## config.mk

```make
export PLATFORM = sky130hd
export DESIGN_NAME = uart_dump_tx
export DESIGN_NICKNAME = d
export VERILOG_FILES = /design/src/rtl/uart_dump_tx.sv
export SDC_FILE = /design/constraint.sdc
export NUM_CORES = 1
export LEC_CHECK = 0
export CAP_MARGIN = 5
export CORE_UTILIZATION = 49
export DETAILED_ROUTE_END_ITERATION = 8
export PLACE_DENSITY_LB_ADDON = 0.12
export SLEW_MARGIN = 20
export SYNTH_ARGS = -nofsm -noshare
export SYNTH_HDL_FRONTEND = slang
export SYNTH_SLANG_ARGS = --single-unit
```

## constraint.sdc

```tcl
create_clock -name upg_clk_i -period 2.1 [get_ports upg_clk_i]
set_input_delay 0.21 -clock upg_clk_i [delete_from_list [all_inputs] [get_ports upg_clk_i]]
set_output_delay 0.21 -clock upg_clk_i [all_outputs]
set_load 0.01 [all_outputs]
```

## src/rtl/uart_dump_tx.sv

```systemverilog
// UART memory-readback transmitter: reads a word range from program ROM or
// data memory and sends each word as four little-endian 8N1 frames.
module uart_dump_tx #(
  parameter int unsigned CLKS_PER_BIT = 87,
  parameter int unsigned ADR_W        = 15
) (
  input  logic             upg_clk_i,
  input  logic             upg_rstn_i,
  input  logic             dump_start_i,
  input  logic [ADR_W-1:0] dump_base_i,
  input  logic [ADR_W-1:0] dump_len_i,
  output logic             mem_rd_o,
  output logic [ADR_W-1:0] mem_adr_o,
  input  logic [31:0]      mem_dat_i,
  output logic             upg_tx_o,
  output logic             busy_o,
  output logic             done_o
);

  localparam int unsigned CntW = (CLKS_PER_BIT > 1) ? $clog2(CLKS_PER_BIT) : 1;
  localparam logic [CntW-1:0] LastCnt = CntW'(CLKS_PER_BIT - 1);

  typedef enum logic [2:0] {StIdle, StRead, StWait, StSend, StFinish} state_e;

  state_e           r_state;
  logic [CntW-1:0]  r_clk_cnt;
  logic [3:0]       r_bit_idx;
  logic [1:0]       r_byte_idx;
  logic [31:0]      r_shift;
  logic [ADR_W-1:0] r_cur_adr;
  logic [ADR_W-1:0] r_remain;
  logic [ADR_W-1:0] r_mem_adr;
  logic             r_mem_rd;
  logic             r_tx;
  logic             r_busy;
  logic             r_done;
  logic             r_zero_pend;

  // Only the low bits advance; the MSB memory select is carried through unchanged.
  logic [ADR_W-1:0] w_next_adr;
  assign w_next_adr = {r_cur_adr[ADR_W-1], r_cur_adr[ADR_W-2:0] + (ADR_W-1)'(1)};

  always_ff @(posedge upg_clk_i or negedge upg_rstn_i) begin
    if (!upg_rstn_i) begin
      r_state     <= StIdle;
      r_clk_cnt   <= '0;
      r_bit_idx   <= '0;
      r_byte_idx  <= '0;
      r_shift     <= '0;
      r_cur_adr   <= '0;
      r_remain    <= '0;
      r_mem_adr   <= '0;
      r_mem_rd    <= 1'b0;
      r_tx        <= 1'b1;
      r_busy      <= 1'b0;
      r_done      <= 1'b0;
      r_zero_pend <= 1'b0;
    end else begin
      r_mem_rd <= 1'b0;
      r_done   <= 1'b0;
      unique case (r_state)
        StIdle: begin
          // A zero-length request completes one cycle after it is sampled.
          r_done      <= r_zero_pend;
          r_zero_pend <= 1'b0;
          if (dump_start_i) begin
            if (dump_len_i != '0) begin
              r_cur_adr <= dump_base_i;
              r_mem_adr <= dump_base_i;
              r_remain  <= dump_len_i;
              r_mem_rd  <= 1'b1;
              r_busy    <= 1'b1;
              r_state   <= StRead;
            end else begin
              r_zero_pend <= 1'b1;
            end
          end
        end
        StRead: begin
          r_state <= StWait;
        end
        StWait: begin
          r_shift    <= mem_dat_i;
          r_tx       <= 1'b0;
          r_clk_cnt  <= '0;
          r_bit_idx  <= '0;
          r_byte_idx <= '0;
          r_state    <= StSend;
        end
        StSend: begin
          if (r_clk_cnt != LastCnt) begin
            r_clk_cnt <= r_clk_cnt + CntW'(1);
          end else begin
            r_clk_cnt <= '0;
            if (r_bit_idx != 4'd9) begin
              r_bit_idx <= r_bit_idx + 4'd1;
              r_tx      <= (r_bit_idx < 4'd8) ? r_shift[r_bit_idx[2:0]] : 1'b1;
            end else if (r_byte_idx != 2'd3) begin
              r_byte_idx <= r_byte_idx + 2'd1;
              r_bit_idx  <= '0;
              r_tx       <= 1'b0;
              r_shift    <= r_shift >> 8;
            end else begin
              r_remain  <= r_remain - ADR_W'(1);
              r_cur_adr <= w_next_adr;
              r_tx      <= 1'b1;
              if (r_remain != ADR_W'(1)) begin
                r_mem_adr <= w_next_adr;
                r_mem_rd  <= 1'b1;
                r_state   <= StRead;
              end else begin
                r_done  <= 1'b1;
                r_busy  <= 1'b0;
                r_state <= StFinish;
              end
            end
          end
        end
        StFinish: begin
          r_state <= StIdle;
        end
        default: begin
          r_state <= StIdle;
        end
      endcase
    end
  end

  assign mem_rd_o  = r_mem_rd;
  assign mem_adr_o = r_mem_adr;
  assign upg_tx_o  = r_tx;
  assign busy_o    = r_busy;
  assign done_o    = r_done;

endmodule

```

# Word-level counts from Yosys, hierarchy flattened
# Index checks and enable logic that the tools add are counted.
# op_classes
add_sub_neg	5
order_cmp	2
n_eq_ne	16
muxes	66
bitwise	1
n_reduce_logical	12
# op_table
cell	count
2-to-1 mux 15 bit	11
2-to-1 mux 32 bit	3
case mux 15 bit (2 select lines)	3
case mux 32 bit (2 select lines)	1
2-to-1 mux 14 bit	3
2-to-1 mux 1 bit	23
2-to-1 mux 3 bit	6
!= test 2 bit (second input constant)	9
!= test 15 x 1 -> 1 bit (second input constant)	1
nonzero test 15 bit	1
subtractor 15 x 1 -> 15 bit (second input constant)	1
adder 14 x 1 -> 14 bit (second input constant)	1
case mux 7 bit (2 select lines)	1
AND reduction 7 bit	2
2-to-1 mux 4 bit	3
case mux 3 bit (4 select lines)	1
case mux 1 bit (2 select lines)	4
case mux 4 bit (2 select lines)	1
AND reduction 4 bit	2
adder 7 x 1 -> 7 bit (second input constant)	1
2-to-1 mux 7 bit	1
!= test 7 bit (second input constant)	1
equality test 3 x 2 -> 1 bit (second input constant)	2
less-than comparator 3 x 6 -> 1 bit (second input constant)	1
16 further kinds	19
# word_totals
reg_bits	98
out_inout_bits	19
wordCells	116

# Depth between registers and ports, before layout
# logic_depth
ltp_word	6
depth_mapped	9
ltp_nobuf	7

# Worst setup path before layout
# Ideal clock, no wire load.
# synth_path
kind	register to register
from	reg r_bit_idx[0]
to	reg r_cur_adr[11]
setup_ns	0.125
t_arrival_ns	1.954
slack_ns	0.021
stages_incl_launch_ff	8
period_less_slack_ns	2.079
path_cell_list	dfrtp_1 -> ha_1 -> nand3b_1 -> o31ai_1 -> o211a_1 -> buf_2 -> buf_4 -> mux2_2
# synth_between
elab_chain_len	3
# synth_lines
item	line	text
start: declaration	27	logic [3:0] r_bit_idx;
start signal: assignment	96	r_bit_idx <= r_bit_idx + 4'd1;
!= test 4 bit	95	if (r_bit_idx != 4'd9) begin
!= test 2 bit (no line)	--	
AND reduction 6 bit (no line)	--	
end signal: assignment	68	r_cur_adr <= dump_base_i;
end signal: assignment	105	r_cur_adr <= w_next_adr;
end: declaration	30	logic [ADR_W-1:0] r_cur_adr;
# No other way between the ends.
# A chain may end at the register's enable or synchronous reset.

# Worst setup path after layout
# layout_path
from	reg r_clk_cnt[0]
to	reg r_cur_adr[13]
# layout_between
elab_chain_len	3
# layout_lines
item	line	text
start: declaration	26	logic [CntW-1:0] r_clk_cnt;
start signal: assignment	92	r_clk_cnt <= r_clk_cnt + CntW'(1);
!= test 7 bit	91	if (r_clk_cnt != LastCnt) begin
!= test 2 bit (no line)	--	
AND reduction 6 bit (no line)	--	
# No other way between the ends.

==> results.json <==
{
  "finalCritPeriodShare": 1.04,
  "critPathLaunchType": "flop",
  "hpwlAfterDp_um": 8200,
  "grt_pass1_vias": 4157,
  "clock_tree.root_cell": "clkbuf_8",
  "dp_slack_ps": -159,
  "core_mm2": 0.00995,
  "clock.fmax_mhz": 460,
  "wl_per_cell_um": 15.6,
  "powerDensity_mw_per_mm2": 517,
  "slew_headroom": 0.710,
  "antennaDiodeCount": 0,
  "cp.buffers_inverters": 3,
  "path_class": "flop to flop",
  "synth_flop_cell": "dfrtp_1",
  "grt_use_met3": 0.0338,
  "syn_nets": 607,
  "postRouteAntennaNets": 0,
  "finalPower_mw": 3.57,
  "crit_fanout": 7,
  "synth_cell_type_count": 59,
  "cts_tree": "done",
  "clkPwrFrac": 0.391,
  "finalWirelength_um": 12400,
  "yosys_warnings": 0,
  "violations": "negative setup slack",
  "drtIter0Drc": 173,
  "leakage_nw": 3.07,
  "rsz0062_at_grt": "true",
  "synth-async-reset-ratio": 1.00,
  "power_switching_mw": 0.773,
  "io_buffers": 83,
  "outcome": "finished, violations left",
  "postSynthAreaPerCell_um2": 9.57,
  "grt_use_total": 0.226,
  "max_stage_delay_ps": 390,
  "clk_path_buf_depth": 2,
  "switching_share": 0.216,
  "slowest_stage": "dfrtp_1",
  "sequentialPowerShare": 0.543,
  "clk_pin_slew_ps": 100,
  "grt-ovfl-total": 0,
  "fin_ws_ps": -75.6,
  "nets": 726,
  "fin_crit_ps": 2180,
  "top_usage_layer": "met2",
  "htree_levels": 3,
  "grt_pass1_wl_um": 19800,
  "path_cells": "inv_1 -> ha_2 -> nand4b_1 -> o31ai_2 -> buf_4 -> o211a_4 -> clkbuf_16 -> mux2_4",
  "final-hold-violation-count": 0,
  "netlist_top_cells_area": "dfrtp_1, o21ai_0, nand2_1",
  "fill_cells": 750,
  "clock_sinks": 98,
  "vias": 4391,
  "rows": 36,
  "worstHoldPathType": "primary input to asynchronous set/reset pin",
  "end_kind": "flop",
  "cp.required_ps": 2360,
  "ys_seq_elements": 98,
  "synth.cell_area_mm2": 0.00511,
  "vias_per_cell": 5.56,
  "ios": 84,
  "gp_congestion": 0.839,
  "die_h_um": 104,
  "maxCapViolCount": 0,
  "gr-usage-met1": 0.321,
  "critPathTopFamily": "compound AO/OA/AOI/OAI gates",
  "worstMarginPinSlew_ps": 431,
  "clock_latency_ps": 380,
  "slew_viol_final": 0,
  "ys_seq_area_frac": 0.480,
  "cp.arrival_ps": 2440,
  "setup_viol": 15,
  "antenna_found_initial": 0,
  "grt_max_degree": 69,
  "die_area_mm2": 0.0108,
  "start_util": 0.513,
  "met2_usage": 0.356,
  "p_int_mw": 2.80,
  "drive_gt1_frac": 0.193,
  "yosysTopAreaCell": "dfrtp_1",
  "syn_to_final_growth_pct": 35.3,
  "ir_drop_mv": 0.350,
  "cts_buffers": 9,
  "drt_first_pass_iters": 4,
  "yosys.area.top_type_share": 0.475,
  "combPwrFrac": 0.066,
  "fin_worst_skew_ps": 11.7,
  "die_x_um": 104,
  "synth-edff-count": 0,
  "drc": 0,
  "synthCells": 534
}
[power groups by stage]
stage / Clock, mW / Combinational (mW) / Sequential, mW
2_1_floorplan: 0 / 0.0405 / 1.97
3_3_place_gp: 0 / 0.231 / 1.97
3_5_place_dp: 0 / 0.235 / 1.98
4_1_cts: 1.41 / 0.237 / 1.94
5_1_grt: 1.49 / 0.262 / 1.94
6_report: 1.40 / 0.236 / 1.94
[state kept, by name, summed over array words and instances (netlist names), 2 cells and up]
register / count
r_cur_adr: 15
mem_adr_o: 15
r_bit_idx: 4
r_byte_idx: 2
r_shift: 32
r_clk_cnt: 7
r_state: 3
r_remain: 15
[Yosys cell counts, drive strengths merged (5+ instances only)]
cell    number
a21oi       31
and3         5
buf         12
clkbuf      18
dfrtp       97
ha           8
inv         10
mux2        26
mux2i       24
nand2       88
nand3       16
nand4        6
nor2        18
nor3        17
nor4         8
o21ai       81
xnor2        9
[layer usage]
layer  vias up  wire [um]
li1       2146          -
met1      2115       5890
met2       115       5840
met3        15        436
met4         0        189
met5         -          0
[cell families after synthesis]
| family | share of synthesized area |
|---|---|
| AOI/OAI and AO/OA | 0.154 |
| and+or+nand+nor | 0.174 |
| buffers and inverters | 0.0350 |
| muxes | 0.115 |
| DFF | 0.480 |
| adders and majority gates | 0.0196 |
| xor gates and xnor gates | 0.0223 |
[what timing repair did]
| item | 4_1_cts | 5_1_grt |
|---|---|---|
| hold buffers | 1 | 0 |
| setup endpoints to repair | 13 | 77 |
| endpoints found under the hold margin | 27 | 0 |
| resized for setup | 0 | 61 |
| pin swaps | 0 | 15 |
| buffers inserted | 0 | 5 |
| cloned | 0 | 2 |
[metrics by stage]
step	util	instances	cell area, um2	setup TNS [ps]	hold WS, ps
CTS	0.667	783	6640	-106	309
detailed placement	0.644	767	6410	-3000	168
global placement	0.644	767	6410	-2340	167
global route	0.694	790	6910	-6970	325
floorplan	-	534	5110	0	-85.6
finish	0.694	790	6910	-571	303
[final cells by class]
| type | instances | area, um2 | area share |
|---|---|---|---|
| Inverter | 10 | 37.5 | 0.00543 |
| Clock inverter | 4 | 73.8 | 0.0107 |
| Tap cell | 133 | 166 | 0.0241 |
| Clock buffer | 11 | 151 | 0.0219 |
| Timing Repair Buffer | 138 | 1380 | 0.199 |
| Sequential cell | 98 | 2450 | 0.355 |
| Multi-Input combinational cell | 396 | 2650 | 0.383 |
[worst paths after layout]
check	startpoint	end	slack, ps	cells after the start
setup / recovery	r_clk_cnt[0]	r_cur_adr[13]	-80	8
hold / removal	upg_rstn_i	mem_adr_o[10]	300	2
setup reg to reg	r_clk_cnt[0]	r_cur_adr[13]	-80	8
hold reg to reg	r_cur_adr[14]	r_cur_adr[14]	490	2
max in group asynchronous	upg_rstn_i	r_cur_adr[11]	1180	3
min in group upg_clk_i	mem_dat_i[29]	r_shift[29]	380	3
[layout by cell type (no fill, tap or decap), types with 10 or more instances in the layout]
master and n:
mux2_4 21, o21ai_1 10, clkbuf_8 11, inv_1 10, mux2i_1 24, nand2_1 85, nor3_1 15, a21oi_1 29
clkdlybuf4s50_1 82, nor2_1 18, o21ai_0 63, nand3_1 15, buf_4 43, dfrtp_1 97
Note: power is estimated with default switching activity, not from simulation.
